<file path="src/rtl/vga_timing_pkg.sv">
// 640x480@60 VGA timing constants, counter type and window decode helper
// shared by the sync generator and its axis counters.
package vga_timing_pkg;

    localparam int unsigned CNT_W = 10;

    localparam int unsigned H_VISIBLE = 640;
    localparam int unsigned H_FRONT   = 16;
    localparam int unsigned H_SYNC    = 96;
    localparam int unsigned H_BACK    = 48;
    localparam int unsigned V_VISIBLE = 480;
    localparam int unsigned V_FRONT   = 10;
    localparam int unsigned V_SYNC    = 2;
    localparam int unsigned V_BACK    = 33;
    localparam logic        SYNC_ACTIVE = 1'b0;

    localparam int unsigned H_TOTAL      = H_VISIBLE + H_FRONT + H_SYNC + H_BACK;
    localparam int unsigned H_SYNC_START = H_VISIBLE + H_FRONT;
    localparam int unsigned H_SYNC_END   = H_SYNC_START + H_SYNC;
    localparam int unsigned V_TOTAL      = V_VISIBLE + V_FRONT + V_SYNC + V_BACK;
    localparam int unsigned V_SYNC_START = V_VISIBLE + V_FRONT;
    localparam int unsigned V_SYNC_END   = V_SYNC_START + V_SYNC;

    typedef logic [CNT_W-1:0] cnt_t;

    // True when lo <= v < hi.
    function automatic logic in_window(input cnt_t v, input int unsigned lo,
                                       input int unsigned hi);
        return (32'(v) >= lo) && (32'(v) < hi);
    endfunction

endpackage

</file>
<file path="src/rtl/vga_sync_gen_if.sv">
// Timing bundle from the sync generator to the pixel/sprite renderer.
interface vga_sync_gen_if;
    import vga_timing_pkg::*;

    logic Pixel_tick;
    logic Hsync;
    logic Vsync;
    logic Video_on;
    cnt_t Pixel_x;
    cnt_t Pixel_y;
    logic Line_start;
    logic Frame_start;

    modport master (
        output Pixel_tick, Hsync, Vsync, Video_on,
        output Pixel_x, Pixel_y, Line_start, Frame_start
    );

    modport slave (
        input Pixel_tick, Hsync, Vsync, Video_on,
        input Pixel_x, Pixel_y, Line_start, Frame_start
    );

endinterface

</file>
<file path="src/rtl/sync_axis_counter.sv">
// One timing axis: wrap counter with enable, registered sync decode of the
// next count, and combinational wrap / next-visible flags for the parent.
module sync_axis_counter
    import vga_timing_pkg::*;
#(
    parameter int unsigned TOTAL      = H_TOTAL,
    parameter int unsigned VISIBLE    = H_VISIBLE,
    parameter int unsigned SYNC_START = H_SYNC_START,
    parameter int unsigned SYNC_END   = H_SYNC_END,
    parameter logic        SYNC_ACTIVE = 1'b0
) (
    input  logic clk,
    input  logic rst_n,
    input  logic en,
    output cnt_t cnt_q,
    output logic sync_q,
    output logic wrap_c,
    output logic visible_nxt_c
);

    cnt_t cnt_d;
    logic sync_d;

    // Compare-before-increment wrap keeps the count inside 0..TOTAL-1.
    always_comb begin
        wrap_c        = en && (cnt_q == CNT_W'(TOTAL - 1));
        cnt_d         = cnt_q;
        if (en) begin
            cnt_d = wrap_c ? '0 : cnt_q + CNT_W'(1);
        end
        sync_d        = in_window(cnt_d, SYNC_START, SYNC_END) ? SYNC_ACTIVE : ~SYNC_ACTIVE;
        visible_nxt_c = 32'(cnt_d) < VISIBLE;
    end

    always_ff @(posedge clk) begin
        if (!rst_n) begin
            cnt_q  <= CNT_W'(TOTAL - 1);
            sync_q <= ~SYNC_ACTIVE;
        end else begin
            cnt_q  <= cnt_d;
            sync_q <= sync_d;
        end
    end

endmodule

</file>
<file path="src/rtl/vga_sync_gen.sv">
// VGA sync generator: edge-detects the divided pixel clock level into a tick
// and drives two axis counters; all timing outputs are registered.
module vga_sync_gen #(
    parameter int unsigned H_VISIBLE   = vga_timing_pkg::H_VISIBLE,
    parameter int unsigned H_FRONT     = vga_timing_pkg::H_FRONT,
    parameter int unsigned H_SYNC      = vga_timing_pkg::H_SYNC,
    parameter int unsigned H_BACK      = vga_timing_pkg::H_BACK,
    parameter int unsigned V_VISIBLE   = vga_timing_pkg::V_VISIBLE,
    parameter int unsigned V_FRONT     = vga_timing_pkg::V_FRONT,
    parameter int unsigned V_SYNC      = vga_timing_pkg::V_SYNC,
    parameter int unsigned V_BACK      = vga_timing_pkg::V_BACK,
    parameter logic        SYNC_ACTIVE = vga_timing_pkg::SYNC_ACTIVE
) (
    input  logic           Sys_clock,
    input  logic           Reset_n,
    input  logic           Pixel_clock,
    vga_sync_gen_if.master vif
);

    localparam int unsigned H_TOT = H_VISIBLE + H_FRONT + H_SYNC + H_BACK;
    localparam int unsigned V_TOT = V_VISIBLE + V_FRONT + V_SYNC + V_BACK;

    vga_timing_pkg::cnt_t h_cnt, v_cnt;
    logic h_sync, v_sync;
    logic h_wrap_c, v_wrap_c;
    logic h_vis_nxt_c, v_vis_nxt_c;
    logic tick_c;

    logic pclk_q,        pclk_d;
    logic pixel_tick_q,  pixel_tick_d;
    logic line_start_q,  line_start_d;
    logic frame_start_q, frame_start_d;
    logic video_on_q,    video_on_d;

    sync_axis_counter #(
        .TOTAL       (H_TOT),
        .VISIBLE     (H_VISIBLE),
        .SYNC_START  (H_VISIBLE + H_FRONT),
        .SYNC_END    (H_VISIBLE + H_FRONT + H_SYNC),
        .SYNC_ACTIVE (SYNC_ACTIVE)
    ) u_h_axis (
        .clk           (Sys_clock),
        .rst_n         (Reset_n),
        .en            (tick_c),
        .cnt_q         (h_cnt),
        .sync_q        (h_sync),
        .wrap_c        (h_wrap_c),
        .visible_nxt_c (h_vis_nxt_c)
    );

    // Lines advance only on the tick that wraps the horizontal counter.
    sync_axis_counter #(
        .TOTAL       (V_TOT),
        .VISIBLE     (V_VISIBLE),
        .SYNC_START  (V_VISIBLE + V_FRONT),
        .SYNC_END    (V_VISIBLE + V_FRONT + V_SYNC),
        .SYNC_ACTIVE (SYNC_ACTIVE)
    ) u_v_axis (
        .clk           (Sys_clock),
        .rst_n         (Reset_n),
        .en            (h_wrap_c),
        .cnt_q         (v_cnt),
        .sync_q        (v_sync),
        .wrap_c        (v_wrap_c),
        .visible_nxt_c (v_vis_nxt_c)
    );

    always_comb begin
        tick_c        = Pixel_clock & ~pclk_q;
        pclk_d        = Pixel_clock;
        pixel_tick_d  = tick_c;
        line_start_d  = h_wrap_c;
        frame_start_d = h_wrap_c & v_wrap_c;
        video_on_d    = h_vis_nxt_c & v_vis_nxt_c;
    end

    always_ff @(posedge Sys_clock) begin
        if (!Reset_n) begin
            pclk_q        <= 1'b0;
            pixel_tick_q  <= 1'b0;
            line_start_q  <= 1'b0;
            frame_start_q <= 1'b0;
            video_on_q    <= 1'b0;
        end else begin
            pclk_q        <= pclk_d;
            pixel_tick_q  <= pixel_tick_d;
            line_start_q  <= line_start_d;
            frame_start_q <= frame_start_d;
            video_on_q    <= video_on_d;
        end
    end

    assign vif.Pixel_tick  = pixel_tick_q;
    assign vif.Hsync       = h_sync;
    assign vif.Vsync       = v_sync;
    assign vif.Video_on    = video_on_q;
    assign vif.Pixel_x     = h_cnt;
    assign vif.Pixel_y     = v_cnt;
    assign vif.Line_start  = line_start_q;
    assign vif.Frame_start = frame_start_q;

endmodule

</file>
<file path="src/flat_wrapper.sv">
// flat-port wrapper written by rule: the top's interface ports become plain ports
module vga_sync_gen_flat 
#(
    parameter int unsigned H_VISIBLE   = vga_timing_pkg::H_VISIBLE,
    parameter int unsigned H_FRONT     = vga_timing_pkg::H_FRONT,
    parameter int unsigned H_SYNC      = vga_timing_pkg::H_SYNC,
    parameter int unsigned H_BACK      = vga_timing_pkg::H_BACK,
    parameter int unsigned V_VISIBLE   = vga_timing_pkg::V_VISIBLE,
    parameter int unsigned V_FRONT     = vga_timing_pkg::V_FRONT,
    parameter int unsigned V_SYNC      = vga_timing_pkg::V_SYNC,
    parameter int unsigned V_BACK      = vga_timing_pkg::V_BACK,
    parameter logic        SYNC_ACTIVE = vga_timing_pkg::SYNC_ACTIVE
)
  (Sys_clock, Reset_n, Pixel_clock, vif_Pixel_tick, vif_Hsync, vif_Vsync, vif_Video_on, vif_Pixel_x, vif_Pixel_y, vif_Line_start, vif_Frame_start);
  vga_sync_gen_if vif_i ();
  input  logic Sys_clock;
  input  logic Reset_n;
  input  logic Pixel_clock;
  output wire logic [$bits(vif_i.Pixel_tick)-1:0] vif_Pixel_tick;
  output wire logic [$bits(vif_i.Hsync)-1:0] vif_Hsync;
  output wire logic [$bits(vif_i.Vsync)-1:0] vif_Vsync;
  output wire logic [$bits(vif_i.Video_on)-1:0] vif_Video_on;
  output wire logic [$bits(vif_i.Pixel_x)-1:0] vif_Pixel_x;
  output wire logic [$bits(vif_i.Pixel_y)-1:0] vif_Pixel_y;
  output wire logic [$bits(vif_i.Line_start)-1:0] vif_Line_start;
  output wire logic [$bits(vif_i.Frame_start)-1:0] vif_Frame_start;
  assign vif_Pixel_tick = vif_i.Pixel_tick;
  assign vif_Hsync = vif_i.Hsync;
  assign vif_Vsync = vif_i.Vsync;
  assign vif_Video_on = vif_i.Video_on;
  assign vif_Pixel_x = vif_i.Pixel_x;
  assign vif_Pixel_y = vif_i.Pixel_y;
  assign vif_Line_start = vif_i.Line_start;
  assign vif_Frame_start = vif_i.Frame_start;
  vga_sync_gen #(.H_VISIBLE(H_VISIBLE), .H_FRONT(H_FRONT), .H_SYNC(H_SYNC), .H_BACK(H_BACK), .V_VISIBLE(V_VISIBLE), .V_FRONT(V_FRONT), .V_SYNC(V_SYNC), .V_BACK(V_BACK), .SYNC_ACTIVE(SYNC_ACTIVE)) u_core (.Sys_clock(Sys_clock), .Reset_n(Reset_n), .Pixel_clock(Pixel_clock), .vif(vif_i));
endmodule
</file>
<file path="config.mk">
export PLATFORM = sky130hd
export DESIGN_NAME = vga_sync_gen_flat
export DESIGN_NICKNAME = d
export VERILOG_FILES = /design/src/rtl/vga_timing_pkg.sv /design/src/rtl/vga_sync_gen_if.sv /design/src/rtl/sync_axis_counter.sv /design/src/rtl/vga_sync_gen.sv /design/src/flat_wrapper.sv
export SDC_FILE = /design/constraint.sdc
export NUM_CORES = 1
export LEC_CHECK = 0
export BUFFER_PORTS_ARGS = -buffer_cell sky130_fd_sc_hd__buf_2
export CAP_MARGIN = 15
export CORE_ASPECT_RATIO = 0.8
export CORE_MARGIN = 8
export CORE_UTILIZATION = 25
export DETAILED_ROUTE_END_ITERATION = 12
export GPL_TIMING_DRIVEN = 0
export PLACE_DENSITY = 0.43
export REMOVE_ABC_BUFFERS = 1
export SETUP_SLACK_MARGIN = 0.4
export SLEW_MARGIN = 30
export SYNTH_ARGS = -nofsm -noshare
export SYNTH_HDL_FRONTEND = slang
export SYNTH_SLANG_ARGS = --single-unit
</file>
<file path="constraint.sdc">
create_clock -name Sys_clock -period 2.1 [get_ports Sys_clock]
set_input_delay 0.105 -clock Sys_clock [delete_from_list [all_inputs] [get_ports Sys_clock]]
set_output_delay 0.105 -clock Sys_clock [all_outputs]
set_load 0.02 [all_outputs]
</file>
Yosys cells after proc, flatten, opt, wreduce, memory -nomap -nowiden:

Cells that the tools add are included.

* register bits after elaboration: 27
* input port bits: 3
* logic and storage cells: 33

* $lt $le $gt $ge: 6
* add/subtract/negate cells: 2
* muxes and demuxes: 6
* bitwise operators: 4
* equality and inequality tests: 2
* reduce and logical (&&, ||, !) cells: 4

Operators by type and width (number)
* $mux W10: 4
* $add A10 B1 Y10 const B: 2
* $eq A10 B10 Y1 const B: 2
* $lt A10 B10 Y1 const B: 2
* $lt A10 B9 Y1 const B: 2
* $ge A10 B10 Y1 const B: 1
* $ge A10 B9 Y1 const B: 1
* $logic_and A1 B1 Y1: 4
* $and A1 B1 Y1: 3
* $mux W1: 2
* $not A1 Y1: 1

Logic depth before layout (Yosys ltp):

* depth in word-level cells: 9
* depth in mapped cells: 7

By module:

A second synthesis with hierarchy kept.

* cell total of the unflattened synthesis: 172
* area total of the unflattened synthesis: 1501.4 sq um

Modules (own cells, without submodules)
* sync_axis_counter (u_core.u_v_axis): cells each 87, seq. area each 220.2 sq um, area each 724.4 sq um, instances 1
* sync_axis_counter (u_core.u_h_axis): cells each 74, seq. area each 220.2 sq um, area each 634.4 sq um, instances 1
* vga_sync_gen: cells each 11, seq. area each 100.1 sq um, area each 142.6 sq um, instances 1

Worst setup path after synthesis:

OpenSTA, ideal clock, no wires.

* path kind: register to register
* from: reg u_core.u_h_axis.cnt_q[0]
* to: reg u_core.u_v_axis.cnt_q[8]
* stages on the path, launching flop included: 8
* data arrival time: 2069 ps
* path buffers: 1
* setup time: 117 ps
* slack: -86 ps
* required time: 1983 ps
* cells stage by stage: dfxtp_1 > ha_1 > nand4b_1 > or4_4 > buf_6 > nor4_4 > xnor2_1 > nor2_2

* cells in the longest elaborated chain, start to end: 5

Ends and longest elaborated chain
* from (decl): line sync_axis_counter.sv:15 `output cnt_t cnt_q,`
* from (signal assigned): line sync_axis_counter.sv:37 `cnt_q <= CNT_W'(TOTAL - 1);`
* from (signal assigned): line sync_axis_counter.sv:40 `cnt_q <= cnt_d;`
* $eq A10 B10 Y1 (*): line sync_axis_counter.sv:26 `wrap_c = en && (cnt_q == CNT_W'(TOTAL - 1));`
* $logic_and A1 B1 Y1 (*): line sync_axis_counter.sv:26
* $logic_and A1 B1 Y1: line sync_axis_counter.sv:26
* $mux W10: line sync_axis_counter.sv:29 `cnt_d = wrap_c ? '0 : cnt_q + CNT_W'(1);`
* $mux W10 (*): line sync_axis_counter.sv:28 `if (en) begin`
* to (signal assigned): line sync_axis_counter.sv:37
* to (signal assigned): line sync_axis_counter.sv:40
* to (decl): line sync_axis_counter.sv:15

Every way passes the cells marked *; elsewhere a longest branch is shown, timed or not.
A chain may end at the register's enable or synchronous reset.

Worst setup path in the final report:

* from: reg u_core.u_h_axis.cnt_q[1]
* to: reg u_core.u_v_axis.sync_q

* cells in the longest elaborated chain, start to end: 8
* elaborated cells between the ends (all ways): 9

Ends and longest elaborated chain
* $eq A10 B10 Y1 (*): line sync_axis_counter.sv:26
* $logic_and A1 B1 Y1 (*): line sync_axis_counter.sv:26
* $logic_and A1 B1 Y1: line sync_axis_counter.sv:26
* $mux W10: line sync_axis_counter.sv:29
* $mux W10 (*): line sync_axis_counter.sv:28
* $ge A10 B9 Y1 or $lt A10 B9 Y1 (tied branches): line vga_timing_pkg.sv:29 `return (32'(v) >= lo) && (32'(v) < hi);`
* $logic_and A1 B1 Y1 (*): line vga_timing_pkg.sv:29
* $mux W1 (*): line sync_axis_counter.sv:31 `sync_d = in_window(cnt_d, SYNC_START, SYNC_END) ? SYNC_ACTIVE : ~SYNC_ACTIVE;`
* to (signal assigned): line sync_axis_counter.sv:38 `sync_q <= ~SYNC_ACTIVE;`
* to (signal assigned): line sync_axis_counter.sv:41 `sync_q <= sync_d;`
* to (decl): line sync_axis_counter.sv:16 `output logic sync_q,`

Marked as above.

==> results.md <==
* Outcome: complete, no violations
* Reg area at 560.5 um2
* Via count at 1409
* Initial DRC count at 43
* CP peak stage delay at 0.56 ns
* Flop2flop setup slack at 0.07 ns
* Syn Inst Count at 171
* 1st-pass router iterations at 4
* Worst EP required at 2.24 ns
* CP Buf/Inv Count at 0
* CP top delay family: simple AND/OR/NAND/NOR gates
* Worst-skew pair later-pin latency at 0.27 ns
* Initial antenna violation count at 0
* Worst R2R Path Depth at 6
* Gpl congestion at 0.7313
* CP endpoint kind: flop
* Core ar. at 5818 um2
* Final period demand of the worst path at 2.030 ns
* TritonCTS clock tree: done
* EDFF count, synth at 0
* Routed vias/inst at 4.620
* # setup viols final at 0
* Most used cell, CP: nand4b_1
* Routed WL at 4.268 mm
* Slew HR at 0.6965
* Post-synthesis async set-or-reset flop share at 0
* Worst Clk Skew at 0.01112 ns
* Cell area after synthesis at 1480 um2
* Met1 wire length at 2.189 mm
* Metal2 WL at 1.820 mm
* Chip height at 84.82 um
* Fin worst setup slack at 0.06957 ns
* Min-delay src: Pixel_clock
* Final Hold Viols at 0
* # hold bufs at CTS at 0
* Hold Crit Endpoint: u_core.pclk_q
* Max Used Layer: met4
* DRT antenna net count at 0
* Avg Cell Area, Syn at 8.656 um2
* Maximum vdd drop at 0.0002865 V
* Max clock buf depth at 2
* Port Buffers at 28
* Initial Util at 0.2544
* Pre-CTS setup slack at -0.3790 ns
* Area growth, synth to finish at 46.15%
* Slew Limit Fails at 0
* #FFs+latches synth at 27
* Crit path launch: u_core.u_h_axis.cnt_q[1]
* Row cnt at 25
* Power per cell area at 673.2 nW/um2
* Worst min-delay path class: input port to flop
* Hold path cells at 2
* Worst EP arrival at 2.17 ns
* Synth warnings at 0
* Fillers at 633
* Crit share post-route at 0.9669
* Slowest stage cell, crit path: or4_4
* Critical Path, Cell by Cell: ha_4 -> nand4b_1 -> or4_4 -> or2_4 -> a222oi_1 -> nand4b_1
* Residual DRC at 0
* Startpoint Class: flop
* GRT Residual Overflow at 0
* H-tree depth at 1
* Vias in the first global route at 1391
* Wire length on met3 at 221 um
* Sink Count at 27
* Total CTS buffers at 3
* Die width at 102.0 um
* WL per Instance at 13.99 um
* F_max at 492.5 MHz
* Synth Flop Type: dfxtp_1
* Yosys cell types at 46
* Worst Max-Slew Pin Slew at 0.4552 ns
* I/O pin cnt at 29
* Clock Tree Root: clkbuf_8
* Worst-path clk slew at 0.10 ns
* CP Max Fanout at 4
* Largest net degree at the start of global routing at 21
* Fin util at 0.3718
* Leak Pwr at 0.0009156 uW
* Share of cells above drive strength 1 at 0.4420
* DIE AREA at 8654 um2
* Global-route wire length before repair at 7.113 mm
* FF-to-FF Start: u_core.u_h_axis.cnt_q[1]
* FF-to-FF End: u_core.u_v_axis.sync_q
* Detail Placement HPWL at 2.820 mm
* Sequential-to-total area share from yosys stat at 0.3652
* RSZ-0062 raised after global routing: yes
* GRT Total Usage at 0.1010
* Crit path kind: flop to flop
* Max cap viols at 0
* Area of the multi-input gates at 1007 um2
* Nets@finish at 231
* N_diodes at 0
-- per-stage QoR --
step / power (uW) / instances / setup TNS (ns) / area [um2] / hold WS, ns
6_report: 1456 / 305 / 0 / 2163 / 0.1100
5_1_grt: 1557 / 305 / -0.02351 / 2163 / 0.1405
4_1_cts: 1343 / 293 / 0 / 1941 / 0.09420
3_5_place_dp: 948.1 / 272 / -1.343 / 1677 / 0.3887
3_3_place_gp: 950.0 / 272 / -1.751 / 1677 / 0.3930
2_1_floorplan: 845.4 / 163 / -0.3382 / 1435 / 0.1669
-- sequential cells by signal, summed over array words and instances (netlist names) --
register                flops
u_core.vif.Line_start       1
u_core.vif.Video_on         1
u_core.u_h_axis.cnt_q      10
u_core.vif.Frame_start      1
u_core.u_h_axis.sync_q      1
u_core.pclk_q               1
u_core.u_v_axis.sync_q      1
u_core.vif.Pixel_tick       1
u_core.u_v_axis.cnt_q      10
-- area by class of cell --
| cell class | count | share of cell area |
|---|---|---|
| Clock buffer | 4 | 0.02082 |
| Sequential cell | 27 | 0.2591 |
| Timing Repair Buffer | 57 | 0.1903 |
| Tap cell | 81 | 0.04685 |
| Multi-Input combinational cell | 126 | 0.4656 |
| Inverter | 10 | 0.01735 |
-- how the worst max path moves through the flow --
stage                                   endpoint  slack (ns)  depth (start not counted)
after floorplan           u_core.u_v_axis.sync_q       -0.17                          6
after global placement    u_core.u_v_axis.sync_q       -0.44                          6
after detailed placement  u_core.u_v_axis.sync_q       -0.38                          6
after CTS                 u_core.u_v_axis.sync_q        0.07                          6
after global routing      u_core.u_v_axis.sync_q       -0.01                          6
final                     u_core.u_v_axis.sync_q        0.07                          6
-- what timing repair did --
action | 4_1_cts | 5_1_grt
buffers inserted | 17 | 11
setup endpoints to repair | 21 | 18
cloned | 0 | 1
pin swaps | 9 | 10
gates resized for setup | 24 | 30
-- layout by cell type (no fill, tap or decap), drive strengths merged, types with 3 or more instances in the layout --
cell type,n
a21oi,10
and2,5
buf,57
clkbuf,4
dfxtp,27
ha,3
inv,10
nand2,18
nand2b,3
nand3,9
nand4,3
nand4b,4
nor2,9
nor3,6
nor4,6
o211ai,3
o21ai,9
xnor2,8
xor2,3
-- power by group --
group	total, uW	internal, uW	switching (uW)
Sequential	596	546	50.5
Clock	294	136	158
Combinational	567	274	293
-- cells in the mapped netlist, types with 3 or more instances --
| cell type | n | area share |
|---|---|---|
| dfxtp_1 | 27 | 0.37 |
| nand2_1 | 18 | 0.046 |
| a21oi_1 | 10 | 0.034 |
| inv_1 | 9 | 0.023 |
| nand3_1 | 9 | 0.030 |
| nor2_1 | 8 | 0.020 |
| xnor2_1 | 8 | 0.047 |
| clkbuf_1 | 6 | 0.015 |
| and2_1 | 5 | 0.021 |
| nand4b_1 | 4 | 0.024 |
| nor3_1 | 4 | 0.014 |
| o21ai_0 | 4 | 0.014 |
| o21ai_1 | 4 | 0.014 |
| ha_1 | 3 | 0.025 |
| nand2b_1 | 3 | 0.013 |
| nand4_1 | 3 | 0.013 |
| nor4_1 | 3 | 0.013 |
| nor4_4 | 3 | 0.043 |
| o211ai_1 | 3 | 0.015 |
| xor2_1 | 3 | 0.018 |
-- kinds of logic (layout without fill, tap and decap cells) --
kind of cell,Yosys count,in the layout,share of synthesized area
compound gates,36,36,0.1632
xor+xnor,11,11,0.06509
fa+ha+maj,3,3,0.02536
buf+inv,18,71,0.05578
flops,27,27,0.3652
simple gates,76,76,0.3254
-- metal layers --
| metal | vias up | global-route usage |
|---|---|---|
| met2 | 30 | 0.1479 |
| met4 | 0 | 0.01995 |
| li1 | 724 | - |
| met5 | - | 0 |
| met1 | 653 | 0.1425 |
| met3 | 2 | 0.02780 |
(Power assumes the default switching activity.)
